## config.mk

```make
export PLATFORM = sky130hd
export DESIGN_NAME = pipe_delay
export DESIGN_NICKNAME = d
export VERILOG_FILES = /design/src/rtl/pipe_delay_pkg.sv /design/src/rtl/pipe_delay_stage.sv /design/src/rtl/pipe_delay.sv
export SDC_FILE = /design/constraint.sdc
export NUM_CORES = 1
export LEC_CHECK = 0
export CAP_MARGIN = 5
export CORE_MARGIN = 5
export CORE_UTILIZATION = 40
export DETAILED_ROUTE_END_ITERATION = 16
export HOLD_SLACK_MARGIN = 0.15
export PLACE_DENSITY = 0.6
export SYNTH_ARGS = -nofsm -noshare
export SYNTH_HDL_FRONTEND = slang
export SYNTH_HIERARCHICAL = 1
export SYNTH_SLANG_ARGS = --single-unit
```

## constraint.sdc

```tcl
create_clock -name clk -period 1.3 [get_ports clk]
set_input_delay 0.13 -clock clk [delete_from_list [all_inputs] [get_ports clk]]
set_output_delay 0.13 -clock clk [all_outputs]
set_load 0.01 [all_outputs]
```

## src/rtl/pipe_delay_pkg.sv

```systemverilog
// pipe_delay_pkg: shared helpers for the core's delay-line blocks.
// Tap-width sizing and depth sanity check.
package pipe_delay_pkg;

  localparam int PD_DEPTH_DEF = 3;
  localparam int PD_WIDTH_DEF = 32;

  // Width needed to encode a tap select of 0..depth.
  function automatic int sel_w(input int depth);
    int w;
    w = $clog2(depth + 1);
    if (w < 1) w = 1;
    return w;
  endfunction

  // A delay line needs at least one register stage.
  function automatic bit depth_ok(input int depth);
    return depth >= 1;
  endfunction

endpackage

```

## src/rtl/pipe_delay_stage.sv

```systemverilog
// pipe_delay_stage: one {valid, data} register of the delay line.
// Payload is forced to zero whenever the captured valid is low.
module pipe_delay_stage
  import pipe_delay_pkg::*;
#(
  parameter int WIDTH = PD_WIDTH_DEF
) (
  input  logic             clk,
  input  logic             rst_n,
  input  logic             en,
  input  logic             flush,
  input  logic             in_valid,
  input  logic [WIDTH-1:0] in_data,
  output logic             out_valid,
  output logic [WIDTH-1:0] out_data
);

  // Reset beats flush beats advance; stall holds.
  always_ff @(posedge clk) begin
    if (!rst_n) begin
      out_valid <= 1'b0;
      out_data  <= '0;
    end else if (flush) begin
      out_valid <= 1'b0;
      out_data  <= '0;
    end else if (en) begin
      out_valid <= in_valid;
      out_data  <= in_valid ? in_data : '0;
    end
  end

endmodule

```

## src/rtl/pipe_delay.sv

```systemverilog
// pipe_delay: stallable, flushable delay line with run-time tap select.
// Optional occupancy counter enabled by PIPE_DELAY_OCC_EN.
module pipe_delay
  import pipe_delay_pkg::*;
#(
  parameter int DEPTH = PD_DEPTH_DEF,
  parameter int WIDTH = PD_WIDTH_DEF,
  parameter int SELW  = sel_w(DEPTH)
) (
  input  logic             clk,
  input  logic             rst_n,
  input  logic             en,
  input  logic             flush,
  input  logic             in_valid,
  input  logic [WIDTH-1:0] in_data,
  input  logic [SELW-1:0]  dly_sel,
  output logic             out_valid,
  output logic [WIDTH-1:0] out_data
`ifdef PIPE_DELAY_OCC_EN
  ,
  output logic [SELW-1:0]  occ
`endif
);

  if (!depth_ok(DEPTH)) begin : g_bad_depth
    $error("pipe_delay: DEPTH must be >= 1");
  end

  logic             sv [1:DEPTH];
  logic [WIDTH-1:0] sd [1:DEPTH];
  logic [SELW-1:0]  eff_sel;

  for (genvar k = 1; k <= DEPTH; k++) begin : g_stage
    logic             iv;
    logic [WIDTH-1:0] id;
    if (k == 1) begin : g_head
      assign iv = in_valid;
      assign id = in_data;
    end else begin : g_link
      assign iv = sv[k-1];
      assign id = sd[k-1];
    end
    pipe_delay_stage #(
      .WIDTH(WIDTH)
    ) u_stage (
      .clk      (clk),
      .rst_n    (rst_n),
      .en       (en),
      .flush    (flush),
      .in_valid (iv),
      .in_data  (id),
      .out_valid(sv[k]),
      .out_data (sd[k])
    );
  end

  // Out-of-range selects (0 or above DEPTH) fall back to the deepest tap.
  always_comb begin
    eff_sel = dly_sel;
    if (dly_sel == '0 || 32'(dly_sel) > 32'(DEPTH))
      eff_sel = SELW'(DEPTH);
  end

  // Tap mux straight off the stage registers.
  always_comb begin
    out_valid = 1'b0;
    out_data  = '0;
    for (int k = 1; k <= DEPTH; k++) begin
      if (32'(eff_sel) == 32'(k)) begin
        out_valid = sv[k];
        out_data  = sd[k];
      end
    end
  end

`ifdef PIPE_DELAY_OCC_EN
  // Occupancy tracks entries in minus the entry falling off the end.
  always_ff @(posedge clk) begin
    if (!rst_n) begin
      occ <= '0;
    end else if (flush) begin
      occ <= '0;
    end else if (en) begin
      occ <= occ + SELW'(in_valid) - SELW'(sv[DEPTH]);
    end
  end
`endif

endmodule
```

# Word level (Yosys, flattened, before mapping)
# Cells that the tools add are included.
[totals] wordCells=22 out_inout_bits=33 inputBits=39 regBits=99
[op_classes] eq_ne=3 n_reduce_logical=2 bitwise=1 mux=10
[ops] op="32-bit two-way mux" n=6
[ops] op="2-bit equality test, second input constant" n=2
[ops] op="1-bit two-way mux" n=3
[ops] op="2-bit by 1-bit equality test with 1-bit output, second input constant" n=1
[ops] op="2-bit logical NOT" n=1
[ops] op="2-bit two-way mux" n=1
[ops] op="2-bit OR reduction" n=1
[ops] op="1-bit inverter" n=1

# Logic depth before layout (Yosys ltp)
[depth] ltp_word=6 mapped_depth=6 ltp_nobuf=4

# Cells and area by module
# Netlist, hierarchy kept.
[modules_own_cells] mod="pipe_delay_stage" cells_each=147 area_per_inst_um2=1721.7 n_inst=3 seq_area_each_um2=660.6
[modules_own_cells] mod="pipe_delay" cells_each=154 area_per_inst_um2=1198.6 n_inst=1 seq_area_each_um2=0.0

# Worst setup path after synthesis
# Ideal clock, no wire load.
[synth_timing] path_kind="input to output" from="input port dly_sel[0]" to="output port out_data[14]" arrival_time_ns=1.046 t_required_ns=1.170 slack_ns=0.124 stages=6 path_buffers=2 path_cell_list="inv_1 > ha_1 > buf_6 > buf_6 > nor2b_1 > a21oi_1"
[synth_between] elab_chain_cells=6 word_cells_on_any_way=8 classes_between="eq/ne (3); mux (4); reduce/logical (1)"
[synth_lines] element="start: declaration" line_no="pipe_delay.sv:16" text="input logic [SELW-1:0] dly_sel,"
[synth_lines] element="2-bit logical NOT" line_no="pipe_delay.sv:60" text="if (dly_sel == '0 || 32'(dly_sel) > 32'(DEPTH))"
[synth_lines] element="2-bit two-way mux (*)" line_no="pipe_delay.sv:60"
[synth_lines] element="2-bit by 1-bit equality test with 1-bit output" line_no="pipe_delay.sv:69" text="if (32'(eff_sel) == 32'(k)) begin"
[synth_lines] element="32-bit two-way mux (2 in series)" line_no="pipe_delay.sv:69"
[synth_lines] element="32-bit two-way mux (*)" line_no="pipe_delay.sv:69"
[synth_lines] element="end: declaration" line_no="pipe_delay.sv:18" text="output logic [WIDTH-1:0] out_data"
# Mark *: on every way between the ends. The rest lies on a longest branch, timed or not.

# Final worst setup path
[layout_timing] from="input port dly_sel[0]" to="output port out_data[8]"
# Same word-level chain as after synthesis.

==> metrics.txt <==
outcome finished with violations; failing checks setup timing; Via-to-Cell Ratio 4.839; post-synthesis sequential area ratio 31.14%; Cell Rows 46; Final ANT Viol Nets 0; Seq pwr share 40.5%; DP Wirelength 9.767 mm; Final Skew 0.006573 ns; CP Capture Type primary output; max frequency 700.0 MHz; most common cell in the synthesized netlist a21oi_2; die area 0.01853 mm^2; vias in the first global route 4901; clock insertion delay at the later pin of the skew report 0.35 ns; synthesized flop and latch total 99; max cap viols 0; Die Y 136.1 um; ys flop type dfxtp_1; top cells by count, synth 125 x a21oi_2, 99 x dfxtp_1, 96 x nand3_2, 78 x nand2b_1, 37 x a21oi_1; Avg Cell Area, Syn 10.70 um^2; # DRC 0; via count 4587; die width 136.1 um; port buffer count 71; clock tree from TritonCTS yes; Power Dens Cells 924.7 mW/mm^2; Switching Share 26.73%; global route overflow 0; Tcrit/Tclk final 109.9%; overall routing resource usage 17.07%; CTS max path bufs 2; cell taking the most area after synthesis dfxtp_1; fin util 51.94%; wire length per cell 15.86 um; switching pwr 2.024 mW; Clock Power Share 39.0%; clock transition at the registers of the reported paths 0.07 ns; Routability Congestion 0.7714; placed instance area 0.007606 mm^2; ys async rst share 0%; Rel. slew slack 68.91%; yosys warns 6; crit-path max FO 6; first-iteration detailed-routing DRC count 172; Mapped Nets 636; drt first pass iters 4; cells after synthesis 595; Int Pwr 5.549 mW; CP top delay family buffers and inverters; share of the synthesized area in the top cell type 31.14%; Startpoint Class input pin; CP arrival 1.30 ns; Finished Cell Area 0.008190 mm^2; H-tree depth 3; Nets 768; Post-synth EDFFs 0; WP buf/inv 6; Initial Util 40.35%; kind of critical path in -> out; share of cells above drive strength 1 61.20%; Layout Cells excl Fill 948; setup ws final -0.1286 ns; antenna violations before repair 0; placed cells 922; final WL 15.04 mm; measured slew at the worst slew-check pin 0.4664 ns; Leak 2.910 nW; Filler Cell Count 1407; antenna cells 0; Final Hold Vio Count 0; Data required, critical path 1.17 ns; Slowest Stage Delay on Critical Path 0.21 ns; ranking of synthesized cells by area dfxtp_1 31%, a21oi_2 17%, nand3_2 15%; Place WS -0.9455 ns; core area 0.01577 mm^2; slowest CP cell ha_4; Yosys cell types 20; Top Ports 72; area grow syn2layout 28.71%; HP Class in -> reg; combinational share of power 20.5%; worst vdd ir 0.5699 mV; Finish-stage setup viols 17; Period minus WS final 1.429 ns; CTS Buf Count 9; RSZ-0062 raised after global routing true; crit-path most repeated cell buf_8; first-pass GRT wire length 25.20 mm; flop2flop setup slack 0.19 ns; Sink Count 99; crit-path cells buf_8 > inv_4 > ha_4 > buf_12 > buf_8 > buf_16 > nor2b_4 > a21oi_2 > buf_2; root cell of the clock tree clkbuf_16; Post-Syn Area 0.006364 mm^2; largest net degree at the start of global routing 37; max-slew violation count 0
-- logic make-up after synthesis --
| kind of cell | synth area share, % |
|---|---|
| AND/OR/NAND/NOR | 36.00 |
| AO/OA/AOI/OAI | 20.11 |
| flip-flops | 31.14 |
| buffers and inverters | 11.88 |
| multiplexers | 0.4719 |
| adder cells (fa/ha/maj) | 0.3932 |
-- power by group through the flow --
stage               clock network [mW]  registers [mW]  logic [mW]
floorplan                            0            3.14       0.925
global placement                     0            3.14        1.42
detailed placement                   0            3.14        1.43
CTS                               3.05            3.07        1.56
global route                      3.16            3.07        1.66
finish                            2.95            3.07        1.55
-- registers in the layout, indices dropped and copies added, names as in the netlist --
register / count
g_stage.u_stage/out_data: 96
g_stage.u_stage/out_valid: 3
-- worst register-to-register path, delay by kind of cell, from the launching register on --
kind            cells  cell delay (ns)
simple gates        1             0.17
buf+inv             1             0.38
flops               1             0.35
compound gates      1             0.15
-- final timing paths --
check                             startpoint                              end  cells after the start
max reg2reg     g_stage[2].u_stage/out_valid  g_stage[3].u_stage/out_data[27]                      3
min                                 in_valid   g_stage[1].u_stage/out_data[2]                      4
min reg2reg  g_stage[3].u_stage/out_data[12]  g_stage[3].u_stage/out_data[12]                      2
max                               dly_sel[0]                      out_data[8]                      9
-- per-stage QoR --
| stage | setup TNS, ns | hold WS [ns] | power (mW) |
|---|---|---|---|
| floorplan | 0 | 0.2800 | 4.067 |
| global placement | -28.89 | 0.4640 | 4.557 |
| detailed placement | -29.56 | 0.4663 | 4.568 |
| CTS | -1.523 | 0.2714 | 7.674 |
| global route | -2.153 | 0.2681 | 7.882 |
| finish | -1.164 | 0.2853 | 7.574 |
-- layer usage --
layer | up-vias | part of all wire [%] | global-route usage (%)
met5 | - | 0 | 0
met4 | 0 | 1.4 | 4.479
met3 | 14 | 3.2 | 4.293
met2 | 68 | 49 | 29.33
met1 | 2201 | 46 | 21.31
li1 | 2304 | - | -
-- layout make-up --
type	instances	area, um^2	share of cell area (%)
clock buffers	9	225.2	2.750
clock inverters	7	102.6	1.253
inverters	2	10.01	0.1222
multi-input cells	431	3847	46.98
flip-flops and latches	99	1986	24.24
well taps	216	270.3	3.300
repair buffers	184	1749	21.36
-- layout by cell type (no fill, tap or decap), types with 4 or more instances in the layout --
cell type	instances
a21oi_2	127
nand3_2	96
dfxtp_1	96
buf_4	81
nand2b_1	75
clkdlybuf4s50_1	34
buf_2	33
a21oi_1	30
nand3b_1	26
nand2b_4	21
buf_12	21
nor2b_4	16
nor2b_1	15
clkbuf_16	9
buf_6	8
nand3b_4	7
a21oi_4	5
clkinv_4	4
buf_8	4
-- repair_timing --
item	4_1_cts	5_1_grt
gates cloned	4	0
setup buffers	5	2
endpoints found under the setup margin	33	53
resized for setup	195	18
pin swaps	4	7
endpoints found under the hold margin	6	0
hold buffers	1	0
Note: power is estimated with default switching activity, not from simulation.
